$ cat src/rtl/plugin_chunk_adder.sv
// Multi-cycle adder behind the plugin register window: adds two DATA_WIDTH operands
// one CHUNK_WIDTH slice per cycle (LSB first) through a registered carry.
module plugin_chunk_adder #(
  parameter int DATA_WIDTH  = 32,
  parameter int CHUNK_WIDTH = 8
) (
  input  logic                  clk,
  input  logic                  reset,
  input  logic                  start,
  input  logic [DATA_WIDTH-1:0] operand_a,
  input  logic [DATA_WIDTH-1:0] operand_b,
  output logic [DATA_WIDTH-1:0] result,
  output logic                  busy,
  output logic                  done,
  output logic                  carry_out,
  output logic                  overflow,
  output logic                  state_dbg
);

  // Handshake: start is a one-cycle pulse, accepted only when the engine is idle (busy=0);
  // operands are sampled on that edge. busy stays high for exactly NCHUNK cycles, then result,
  // carry_out and overflow update together and done is set. done stays set until the next accept.
  // A start seen while busy is dropped without effect.

  localparam int NCHUNK = DATA_WIDTH / CHUNK_WIDTH;
  localparam int CNT_W  = (NCHUNK > 1) ? $clog2(NCHUNK) : 1;
  localparam logic [CNT_W-1:0] LAST_CNT = CNT_W'(NCHUNK - 1);

  generate
    if (CHUNK_WIDTH < 1 || (DATA_WIDTH % CHUNK_WIDTH) != 0) begin : g_bad_chunk
      $error("plugin_chunk_adder: CHUNK_WIDTH must divide DATA_WIDTH");
    end
  endgenerate

  typedef enum logic {
    IDLE = 1'b0,
    RUN  = 1'b1
  } state_t;

  state_t state, state_next;

  logic [DATA_WIDTH-1:0]  op_a, op_b, shadow;
  logic [CNT_W-1:0]       cnt;
  logic                   carry;

  logic                   accept, last;
  logic [31:0]            shamt;
  logic [CHUNK_WIDTH-1:0] a_i, b_i;
  logic [CHUNK_WIDTH:0]   slice_sum;
  logic [DATA_WIDTH-1:0]  s_ext, mask_ext, shadow_upd;
  logic                   msb_carry_in;

  always_ff @(posedge clk) begin
    if (reset) state <= IDLE;
    else       state <= state_next;
  end

  always_comb begin
    state_next = state;
    accept     = 1'b0;
    last       = 1'b0;
    case (state)
      IDLE: begin
        accept = start;
        if (start) state_next = RUN;
      end
      RUN: begin
        last = (cnt == LAST_CNT);
        if (last) state_next = IDLE;
      end
      default: state_next = IDLE;
    endcase
  end

  // Current slice, selected by shifting so the slice index never needs a wide part-select.
  always_comb begin
    shamt     = 32'(cnt) * 32'(CHUNK_WIDTH);
    a_i       = CHUNK_WIDTH'(op_a >> shamt);
    b_i       = CHUNK_WIDTH'(op_b >> shamt);
    slice_sum = {1'b0, a_i} + {1'b0, b_i} + {{CHUNK_WIDTH{1'b0}}, carry};
    s_ext     = '0;
    s_ext[CHUNK_WIDTH-1:0] = slice_sum[CHUNK_WIDTH-1:0];
    mask_ext  = '0;
    mask_ext[CHUNK_WIDTH-1:0] = '1;
    shadow_upd = (shadow & ~(mask_ext << shamt)) | (s_ext << shamt);
    // On the last slice, sum MSB = a ^ b ^ carry-in, so the carry into the MSB falls out directly.
    msb_carry_in = op_a[DATA_WIDTH-1] ^ op_b[DATA_WIDTH-1] ^ slice_sum[CHUNK_WIDTH-1];
  end

  always_ff @(posedge clk) begin
    if (reset) begin
      op_a      <= '0;
      op_b      <= '0;
      shadow    <= '0;
      cnt       <= '0;
      carry     <= 1'b0;
      result    <= '0;
      busy      <= 1'b0;
      done      <= 1'b0;
      carry_out <= 1'b0;
      overflow  <= 1'b0;
    end else if (accept) begin
      op_a   <= operand_a;
      op_b   <= operand_b;
      shadow <= '0;
      cnt    <= '0;
      carry  <= 1'b0;
      busy   <= 1'b1;
      done   <= 1'b0;
    end else if (state == RUN) begin
      shadow <= shadow_upd;
      carry  <= slice_sum[CHUNK_WIDTH];
      cnt    <= cnt + 1'b1;
      if (last) begin
        result    <= shadow_upd;
        carry_out <= slice_sum[CHUNK_WIDTH];
        overflow  <= msb_carry_in ^ slice_sum[CHUNK_WIDTH];
        busy      <= 1'b0;
        done      <= 1'b1;
      end
    end
  end

  assign state_dbg = (state == RUN);

endmodule

$ cat config.mk
export PLATFORM = sky130hd
export DESIGN_NAME = plugin_chunk_adder
export DESIGN_NICKNAME = d
export VERILOG_FILES = /design/src/rtl/plugin_chunk_adder.sv
export SDC_FILE = /design/constraint.sdc
export NUM_CORES = 1
export LEC_CHECK = 0
export BUFFER_PORTS_ARGS = -buffer_cell sky130_fd_sc_hd__clkbuf_2
export CAP_MARGIN = 0
export CORE_MARGIN = 4
export CORE_UTILIZATION = 35
export CTS_CLUSTER_DIAMETER = 120
export DETAILED_ROUTE_END_ITERATION = 10
export SYNTH_ARGS = -nofsm -noshare
export SYNTH_HDL_FRONTEND = slang
export SYNTH_SLANG_ARGS = --single-unit
$ cat constraint.sdc
create_clock -name clk -period 8.45 [get_ports clk]
set_input_delay 0.845 -clock clk [delete_from_list [all_inputs] [get_ports clk]]
set_output_delay 0.845 -clock clk [all_outputs]
set_load 0.01 [all_outputs]
==> results.md, run 1 <==
- Die Width: around 130 um
- Core area: 0.0153 sq mm
- Slew @ Worst Pin: around 1.2 ns
- Post-synthesis cell count: 623
- Period utilization: 0.431
- Hold_sp: op_a[28]$_SDFFE_PP0P_
- Initial antenna violation count: 0
- Largest net degree at the start of global routing: 97
- Placed cell count: between 800 and 900
- Syn Std Cell Area: between 0.005 and 0.006 sq mm
- Setup TNS: 0 ns
- Fin. Hold Viols: 0
- Ant diodes: 0
- Register area share after synthesis: 0.466
- Drt drc: 0
- Drt initial violations: between 300 and 400
- Htree depth: 4
- Outcome: completed
- Compound-Gate Fraction of Synth Area: 0.205
- Crit path kind: flip-flop to flip-flop
- Clock Sinks: about 130
- Seq cells post-synth: approximately 130
- Resize count post-CTS: 0
- Detailed-route via count: 4800
- Startpoint Class: flip-flop
- Reg clk slew, reported paths: around 0.050 ns
- Nets: 784
- Drt total wl: 14800 um
- Max incr delay on CP: 1.10 ns
- Non-Filler Instances: just over 900
- Largest family of logic cells by synthesized area: compound AO/OA/AOI/OAI gates
- FF-to-FF setup slack: approximately 4.8 ns
- First-pass GRT wire length: 23800 um
- Async S/R FF share, synth: 0
- Die ar.: 0.0178 sq mm
- Dominant synthesized flop cell: dfxtp_1
- Hpwl dp: between 10000 and 15000 um
- RR Endpoint: overflow$_SDFFE_PP0P_
- Post-Synth Adder-Cell Area: 0.0323
- RSZ-0062 raised after global routing: no
- Top sig layer: met4
- Worst Path Arrival: 3.99 ns
- Max-slew violations: 0
- Number of routed nets with antenna violations: 0
- Initial Utilization: 0.359
- CTS Hold Bufs: 0
- Gp weighted congestion: roughly 0.83
- # Post-CTS Setup Buffers: 0
- CTS tree: done
- # Max-Cap Violations: 0
- Worst reg2reg startpoint: cnt[1]$_SDFFE_PP0P_
- Simple-Gate Fraction of Synth Area: 0.175
- CP cell instances: mux4_2 -> ha_1 -> a21o_1 -> a311oi_2 -> a211oi_4 -> or4b_1 -> nand3_1
- Die Height: about 130 um
- Worst setup margin: 4.81 ns
- Synth-to-Final Area Change: 20.8%
- Clk_lat worst skew: approximately 0.41 ns
- Hold Crit Depth: 2
- Grt total ovfl: 0
- # rows: 45
- Port bufs: 103
- Hold crit path type: flip-flop to flip-flop
- CP Capture Type: flip-flop
- Crit Path Max Fanout: 23
- Multiplexer area fraction after synthesis: 0.0691
- Post-synth EDFFs: 0
- CTS Buf Count: 17
- I/O Pins: 104
- Worst path slowest cell: dfxtp_1
- Worst ir drop on vdd: between 0.15 and 0.2 mV
- Vias in the first global route: 4642
- Met1 Wirelength: 6790 um
- FF-to-FF path depth: 7
- Rel. slew slack: 0.190
- Post-synthesis xor/xnor area fraction: 0.0111
- Hold path endpoint: op_a[28]$_SDFFE_PP0P_
- Avg Inst Size Synth: 8.83 sq um
- GRT Total Usage: 0.169
- Highest clock rate: 275 MHz
- Max clock buf depth: 2
- Min cycle time layout: 3.64 ns
- Metal3 WL: 964 um
- CP Data Required Time: 8.80 ns
- Fraction of layout cells with a size suffix above 1: 0.229
- Final setup viols: 0
- Clock skew: 0.00508 ns
- Worst slack at placement: 4.84 ns
- Pre-Repair DR Iteration Count: 5
- Synth unique cells: 52
- Routed wl met2: 6680 um
- Leakage: 2.64 nW
- Avg WL per Cell: 16.0 um
- Yosys warns: 0
- Via density: 5.18
- Syn nets: 703
- Root Driver: clkbuf_16
- Power Density: ~220 mW/mm^2
[cells in the final DEF (no fill, tap or decap), types with 4 or more instances in the layout]
cell type and count:
nor2b_1 4, dfxtp_1 128, a32oi_1 6, a22o_1 5
nand2_1 139, a21oi_1 76, mux4_2 16, xnor2_1 5
nor3_1 6, clkbuf_16 17, a22oi_1 15, o21ai_0 10
clkbuf_2 102, a211oi_1 31, buf_4 6, clkbuf_1 5
ha_1 11, nand3_1 8, nor2_1 56, clkinv_2 5
inv_1 10
[logic make-up (layout without fill, tap and decap cells)]
| group | Yosys count | after routing |
|---|---|---|
| compound gates | 169 | 169 |
| flops | 128 | 128 |
| fa+ha+maj | 13 | 13 |
| xor+xnor | 7 | 7 |
| mux | 18 | 18 |
| buf+inv | 57 | 149 |
| simple gates | 231 | 231 |
[critical path: cells and delay by family (launching register included)]
family	cells	cell delay, ns
AOI/OAI and AO/OA	3	0.80
adders and majority gates	1	0.43
muxes	1	0.61
DFF	1	1.10
and+or+nand+nor	2	0.63
[metrics by stage]
step	hold slack (ns)	utilization	area, sq um	total power [mW]
finish	0.451	0.434	6640	1.43
global route	0.472	0.434	6640	1.49
CTS	0.454	0.434	6640	1.44
detailed placement	0.447	0.401	6150	0.821
global placement	0.442	0.401	6150	0.816
floorplan	0.433	-	5500	0.765
[metal layers]
layer  GRT usage  vias up
met2       0.263      168
met1       0.217     2250
met5           0        -
met4      0.0669        0
li1            -     2356
met3      0.0563       26
[state kept, by name, summed over array words and instances (netlist names)]
register   cells
busy           1
carry          1
carry_out      1
cnt            2
done           1
op_a          32
op_b          32
overflow       1
result        32
shadow        24
state_dbg      1
[layout make-up]
class	instances	area (sq um)
Sequential cell	128	2560
Inverter	10	37.5
Fill cell	1574	8670
Timing Repair Buffer	109	561
Multi-Input combinational cell	438	2720
Clock buffer	23	458
Clock inverter	7	40.0
Tap cell	211	264
[power breakdown]
group          switching, mW  internal (mW)  total, mW  leakage (nW)
logic                  0.104         0.0613      0.165          1.36
clock network          0.245          0.375      0.620         0.242
registers             0.0146          0.629      0.643          1.04
total                  0.364           1.06       1.43          2.64
[synthesized netlist by cell type, drive strengths merged (2+ instances only)]
cell	instances	area share
mux4	16	0.066
xor2	2	0.0032
nor3	6	0.0055
clkbuf	31	0.021
o211a	2	0.0036
nand2	139	0.095
o211ai	2	0.0027
o21a	2	0.0027
buf	16	0.013
mux2i	2	0.0036
nor2	56	0.038
or2	2	0.0023
nand2b	2	0.0023
a21o	3	0.0041
a22o	7	0.012
a22oi	15	0.020
or3	2	0.0023
a211oi	32	0.046
and3	2	0.0025
a211o	3	0.0048
inv	10	0.0068
a32oi	6	0.0096
ha	11	0.025
a221oi	6	0.013
xnor2	5	0.0080
a21oi	76	0.069
nor2b	5	0.0057
dfxtp	128	0.47
o21ai	11	0.010
nand3	9	0.0091
fa	2	0.0073
[worst max-delay path by stage]
| stage | start | endpoint | slack [ns] | cells after the start |
|---|---|---|---|---|
| after floorplan | cnt[1]$_SDFFE_PP0P_ | overflow$_SDFFE_PP0P_ | 5.20 | 11 |
| after global placement | cnt[1]$_SDFFE_PP0P_ | result[6]$_SDFFE_PP0P_ | 4.97 | 9 |
| after detailed placement | cnt[1]$_SDFFE_PP0P_ | overflow$_SDFFE_PP0P_ | 4.84 | 7 |
| after CTS | cnt[1]$_SDFFE_PP0P_ | overflow$_SDFFE_PP0P_ | 4.77 | 7 |
| after global routing | cnt[1]$_SDFFE_PP0P_ | result[29]$_SDFFE_PP0P_ | 4.48 | 7 |
| final | cnt[1]$_SDFFE_PP0P_ | overflow$_SDFFE_PP0P_ | 4.81 | 7 |
Power figures use the tool's default switching activity.
==> run 2, diff against run 1 <==
==> constraint.sdc (replaced) <==
create_clock -name clk -period 3.1 [get_ports clk]
set_input_delay 0.31 -clock clk [delete_from_list [all_inputs] [get_ports clk]]
set_output_delay 0.31 -clock clk [all_outputs]
set_load 0.01 [all_outputs]
==> results.md, run 2 (synthesis gave the netlist of run 1 again) <==
- First-pass GRT wire length: 24200 um (+1.6%)
- Pre-Repair DR Iteration Count: 5 (unchanged)
- Psw: 1.06 mW (+190%)
- Int Power: 3.36 mW (+220%)
- Period utilization: 0.961 (+0.530)
- Leakage: 2.83 nW (+7.2%)
- FF-to-FF setup slack: 0.12 ns (-4.69 ns)
- Largest net degree at the start of global routing: 66 (-32%)
- RSZ-0062 raised after global routing: no
- Ant diodes: 0 (unchanged)
- Crit path kind: flip-flop to flip-flop
- CP Data Required Time: 3.45 ns (-5.35 ns)
- # rows: 45 (unchanged)
- Met1 capacity usage during global routing: 0.234 (+0.0170)
- Logic pwr share: 0.113 (-0.003)
- Die ar.: 0.0178 sq mm (unchanged)
- Clock skew: 0.00868 ns (+0.00360 ns)
- Max-slew violations: 0 (unchanged)
- Fill cells: 1478 (-6.1%)
- Fin area: 0.00699 sq mm (+5.1%)
- Crit Path Max Fanout: 14 (-39%)
- Worst hold slack: 0.113 ns (-0.338 ns)
- Fin util: 0.456 (+0.0223)
- Via density: 5.21 (+0.42%)
- Clk_lat worst skew: 0.42 ns (about the same)
- Nets: 800 (+2.0%)
- Total Power: 4.42 mW (+210%)
- Drt total wl: 15100 um (+1.8%)
- Sw Ratio: 0.239 (-0.0151)
- # Max-Cap Violations: 0 (unchanged)
- Worst slack at placement: -0.0658 ns (-4.90 ns)
- Port bufs: 103 (unchanged)
- Power Density: 633 mW/mm^2 (+190%)
- Synth-to-Final Area Change: 27.0%
- Root Driver: clkbuf_16
- Drt drc: 0 (unchanged)
- Reg clk slew, reported paths: 0.06 ns (about the same)
- Worst Path Arrival: 3.33 ns (-0.66 ns)
- Min cycle time layout: 2.98 ns (-0.660 ns)
- Max clock buf depth: 2 (unchanged)
- Hold crit path type: input port to flip-flop
- DP Area: 0.00627 sq mm (+2.0%)
- Sequential power share: 0.397 (-0.053)
- Die Height: 133 um (unchanged)
- Gp weighted congestion: 0.819 (-1.8%)
- Outcome: completed
- Fin. Hold Viols: 0 (unchanged)
- Most frequent cells in the layout: nand2_1 (139), dfxtp_1 (128), clkbuf_2 (102)
- CTS Buf Count: 17 (unchanged)
- Clock power frac: 0.490 (+0.056)
- I/O Pins: 104 (unchanged)
- Non-Filler Instances: 944 (+1.9%)
- Final setup viols: 0 (unchanged)
- Clock Sinks: 128 (unchanged)
- Detailed-route via count: 4914 (+2.4%)
- Hpwl dp: 10900 um (+5.5%)
- Commonest non-fill, non-tap cell in the layout: nand2_1
- Vias in the first global route: 4668 (+0.56%)
- Drt initial violations: 358 (+19%)
- Startpoint Class: flip-flop
- CTS tree: done
- Slew @ Worst Pin: 0.955 ns (-0.248 ns)
- Rel. slew slack: 0.363 (+0.173)
- Avg WL per Cell: 16.0 um (-0.17%)
- Initial Utilization: 0.359 (unchanged)
- GRT Total Usage: 0.171 (+0.00193)
- Largest registers: op_a (32), op_b (32), result (32)
- GR Util met3: 0.0461 (-0.0102)
- Number of routed nets with antenna violations: 0 (unchanged)
- Worst ir drop on vdd: 0.452 mV (+190%)
- Die Width: 133 um (unchanged)
- Worst setup margin: 0.121 ns (-4.69 ns)
- Core area: 0.0153 sq mm (unchanged)
- Grt total ovfl: 0 (unchanged)
- GR peak layer: met2
- Setup TNS: 0 ns (unchanged)
- CP Capture Type: flip-flop
- Routing usage on met2: 0.260 (-0.00254)
- Htree depth: 4 (unchanged)
- Placed cell count: 909 (+1.5%)
- Fraction of layout cells with a size suffix above 1: 0.261 (+0.0312)
- Initial antenna violation count: 0 (unchanged)
- Highest clock rate: 336 MHz (+22%)
-- run 2: power groups by stage --
| stage | Clock [mW] | Sequential (mW) | Combinational (mW) |
|---|---|---|---|
| after CTS | 2.19 | 1.76 | 0.478 |
| after detailed placement | 0 | 1.79 | 0.473 |
| after floorplan | 0 | 1.77 | 0.314 |
| after global routing | 2.26 | 1.76 | 0.548 |
| after global placement | 0 | 1.79 | 0.459 |
| final | 2.17 | 1.76 | 0.499 |
-- run 2: routing by layer --
metal / share of wire / up-vias
li1: - / 2389
met4: 0.014 / 0
met3: 0.071 / 23
met1: 0.46 / 2311
met5: 0 / -
met2: 0.45 / 191
-- run 2: worst paths after layout --
| check | depth (start not counted) | startpoint | end |
|---|---|---|---|
| setup reg to reg | 9 | cnt[0]$_SDFFE_PP0P_ | overflow$_SDFFE_PP0P_ |
| setup / recovery | 9 | cnt[0]$_SDFFE_PP0P_ | overflow$_SDFFE_PP0P_ |
| hold / removal | 3 | operand_a[18] | op_a[18]$_SDFFE_PP0P_ |
| hold reg to reg | 2 | op_a[11]$_SDFFE_PP0P_ | op_a[11]$_SDFFE_PP0P_ |
-- run 2: area by class of cell --
class | count | area [sq um] | area share
clock buffer | 22 | 494 | 0.0708
clock inverter | 10 | 155 | 0.0222
inverter | 10 | 37.5 | 0.00537
multi-input combinational | 438 | 2750 | 0.394
sequential | 128 | 2560 | 0.367
tap | 211 | 264 | 0.0378
timing repair buffer | 125 | 722 | 0.103
-- run 2: repair_timing --
item,4_1_cts,5_1_grt
pin swaps,0,3
setup buffers,0,3
hold buffers,0,0
endpoints found under the hold margin,0,0
setup endpoints to repair,6,21
gates resized for setup,1,6
-- run 2: worst max-delay path, cell delays in order (launching register included) --
cell      delay, ns
dfxtp_1        0.39
buf_6          0.22
mux4_2         0.52
ha_2           0.37
a21o_1         0.24
a311oi_2       0.32
a211oi_4       0.11
buf_12         0.16
or4b_1         0.51
nand3_1        0.08
==> run 3, diff against run 2 <==
--- a/config.mk
+++ b/config.mk
@@ -7,10 +7,11 @@
 export LEC_CHECK = 0
 export BUFFER_PORTS_ARGS = -buffer_cell sky130_fd_sc_hd__clkbuf_2
 export CAP_MARGIN = 0
-export CORE_MARGIN = 4
-export CORE_UTILIZATION = 35
+export CORE_MARGIN = 8
+export CORE_UTILIZATION = 50
 export CTS_CLUSTER_DIAMETER = 120
 export DETAILED_ROUTE_END_ITERATION = 10
+export PLACE_DENSITY = 0.76
 export SYNTH_ARGS = -nofsm -noshare
 export SYNTH_HDL_FRONTEND = slang
 export SYNTH_SLANG_ARGS = --single-unit
==> results.md, run 3 (synthesis gave the netlist of run 1 again) <==
- Worst ir drop on vdd: 0.333 mV (-26%)
- Die ar.: 0.0146 sq mm (-18%)
- Synth-to-Final Area Change: 23.8%
- Drt drc: 0 (unchanged)
- Worst setup margin: 0.139 ns (+0.0177 ns)
- CTS Buf Count: 17 (unchanged)
- Reg clk slew, reported paths: 0.07 ns (about the same)
- Drt total wl: 15200 um (+0.83%)
- Final setup viols: 0 (unchanged)
- GRT Total Usage: 0.209 (+0.0384)
- Min cycle time layout: 2.96 ns (-0.0177 ns)
- Hpwl dp: 10500 um (-3.2%)
- Max-slew violations: 0 (unchanged)
- Crit path kind: flip-flop to flip-flop
- Clock skew: 0.00925 ns (+0.000569 ns)
- Most used cell along the critical path: buf_12
- # Max-Cap Violations: 0 (unchanged)
- Fin area: 0.00681 sq mm (-2.5%)
- CP cell instances: buf_12 -> mux4_2 -> ha_2 -> a21o_1 -> a311oi_2 -> a211oi_4 -> buf_12 -> or4b_1 -> nand3_1
- Largest registers: op_a (32), op_b (32), result (32)
- DP Area: 0.00613 sq mm (-2.1%)
- CTS tree: done
- CP Data Required Time: 3.56 ns (+0.11 ns)
- Pre-Repair DR Iteration Count: 5 (unchanged)
- Max incr delay on CP: 0.55 ns (+0.03 ns)
- Reg area: 0.00256 sq mm (about the same)
- Cell family with most CP delay: compound AO/OA/AOI/OAI gates
- Fraction of layout cells with a size suffix above 1: 0.255 (-0.00543)
- Fill cells: 871 (-41%)
- Non-Filler Instances: 869 (-7.9%)
- Die Width: 121 um (-9.4%)
- Root Driver: clkbuf_8
- Nets: 796 (-0.50%)
- CP bufs+invs: 2 (unchanged)
- CP Capture Type: flip-flop
- Worst path slowest cell: mux4_2
- Detailed-route via count: 5016 (+2.1%)
- # rows: 38 (-16%)
- Period utilization: 0.955 (-0.00570)
- Highest clock rate: 338 MHz (+0.60%)
- Power Density: 628 mW/mm^2 (-0.82%)
- Initial antenna violation count: 0 (unchanged)
- Gp weighted congestion: 0.850 (+3.8%)
- Slew @ Worst Pin: 0.958 ns (+0.00300 ns)
- Crit Path Max Fanout: 18 (+4)
- Commonest non-fill, non-tap cell in the layout: nand2_1
- Setup TNS: 0 ns (unchanged)
- Max clock buf depth: 2 (unchanged)
- Largest net degree at the start of global routing: 66 (unchanged)
- Startpoint Class: flip-flop
- Multi-input logic area: 0.00274 sq mm (-0.23%)
- Most frequent cells in the layout: nand2_1 (139), dfxtp_1 (127), clkbuf_2 (102)
- Drt initial violations: 503 (+41%)
- Worst slack at placement: -0.0180 ns (+0.0477 ns)
- Clock Sinks: 128 (unchanged)
- Avg WL per Cell: 17.5 um (+9.5%)
- Number of routed nets with antenna violations: 0 (unchanged)
- Grt total ovfl: 0 (unchanged)
- Leakage: 2.76 nW (-2.5%)
- Core area: 0.0108 sq mm (-30%)
- Htree depth: 4 (unchanged)
- I/O Pins: 104 (unchanged)
- Clk_lat worst skew: 0.52 ns (+0.10 ns)
- Hold crit path type: input port to flip-flop
- Outcome: completed
- Die Height: 121 um (-9.4%)
- Placed cell count: 832 (-8.5%)
- Ant diodes: 0 (unchanged)
- First-pass GRT wire length: 24600 um (+1.7%)
- Vias in the first global route: 4977 (+6.6%)
- Initial Utilization: 0.510 (+0.151)
- Worst Path Arrival: 3.43 ns (+0.10 ns)
- Port bufs: 103 (unchanged)
- Fin. Hold Viols: 0 (unchanged)
- Via density: 5.77 (+11%)
- RSZ-0062 raised after global routing: no
- Rel. slew slack: 0.361 (-0.00200)
[run 3: power breakdown]
group	internal, mW	switching (mW)	leakage, nW	total, mW
clock	1.24	0.784	0.288	2.02
sequential	1.71	0.0428	1.04	1.75
combinational	0.199	0.296	1.43	0.496
total	3.15	1.12	2.76	4.27
[run 3: repair_timing]
| action | CTS | global route |
|---|---|---|
| hold endpoints to repair | 2 | 0 |
| buffers inserted | 2 | 1 |
| pin swaps | 1 | 1 |
| resized for setup | 2 | 5 |
| hold buffers | 2 | 0 |
| setup endpoints to repair | 9 | 17 |
[run 3: final timing paths]
check             slack [ns]            startpoint  cells past startpoint                     to
setup / recovery        0.14   cnt[1]$_SDFFE_PP0P_                      9  overflow$_SDFFE_PP0P_
hold / removal         0.006         operand_a[29]                      3  op_a[29]$_SDFFE_PP0P_
setup reg to reg        0.14   cnt[1]$_SDFFE_PP0P_                      9  overflow$_SDFFE_PP0P_
hold reg to reg         0.45  op_b[4]$_SDFFE_PP0P_                      2   op_b[4]$_SDFFE_PP0P_
[run 3: area by class of cell]
class / count / share of cell area
well taps: 140 / 0.0257
flip-flops and latches: 128 / 0.376
clock inverters: 14 / 0.0263
inverters: 10 / 0.00551
clock buffers: 18 / 0.0614
multi-input cells: 438 / 0.403
repair buffers: 121 / 0.102
[run 3: worst reg2reg max path: stages, from the launching register on]
cell	delay, ns
dfxtp_1	0.38
buf_12	0.19
mux4_2	0.56
ha_2	0.36
a21o_1	0.21
a311oi_2	0.35
a211oi_4	0.12
buf_12	0.16
or4b_1	0.51
nand3_1	0.07
[run 3: stage by stage]
| step | utilization | total power, mW | hold slack, ns |
|---|---|---|---|
| after detailed placement | 0.568 | 2.25 | 0.447 |
| after global routing | 0.631 | 4.42 | 0.00868 |
| final | 0.631 | 4.27 | 0.00576 |
| after CTS | 0.628 | 4.27 | 0.00115 |
| after floorplan | - | 2.09 | 0.420 |
| after global placement | 0.568 | 2.23 | 0.442 |
[run 3: routing by layer]
| metal | up-vias | GRT usage | part of all wire |
|---|---|---|---|
| li1 | 2381 | - | - |
| met1 | 2373 | 0.263 | 0.41 |
| met2 | 237 | 0.337 | 0.48 |
| met3 | 25 | 0.0586 | 0.093 |
| met4 | 0 | 0.0726 | 0.015 |
| met5 | - | 0 | 0 |
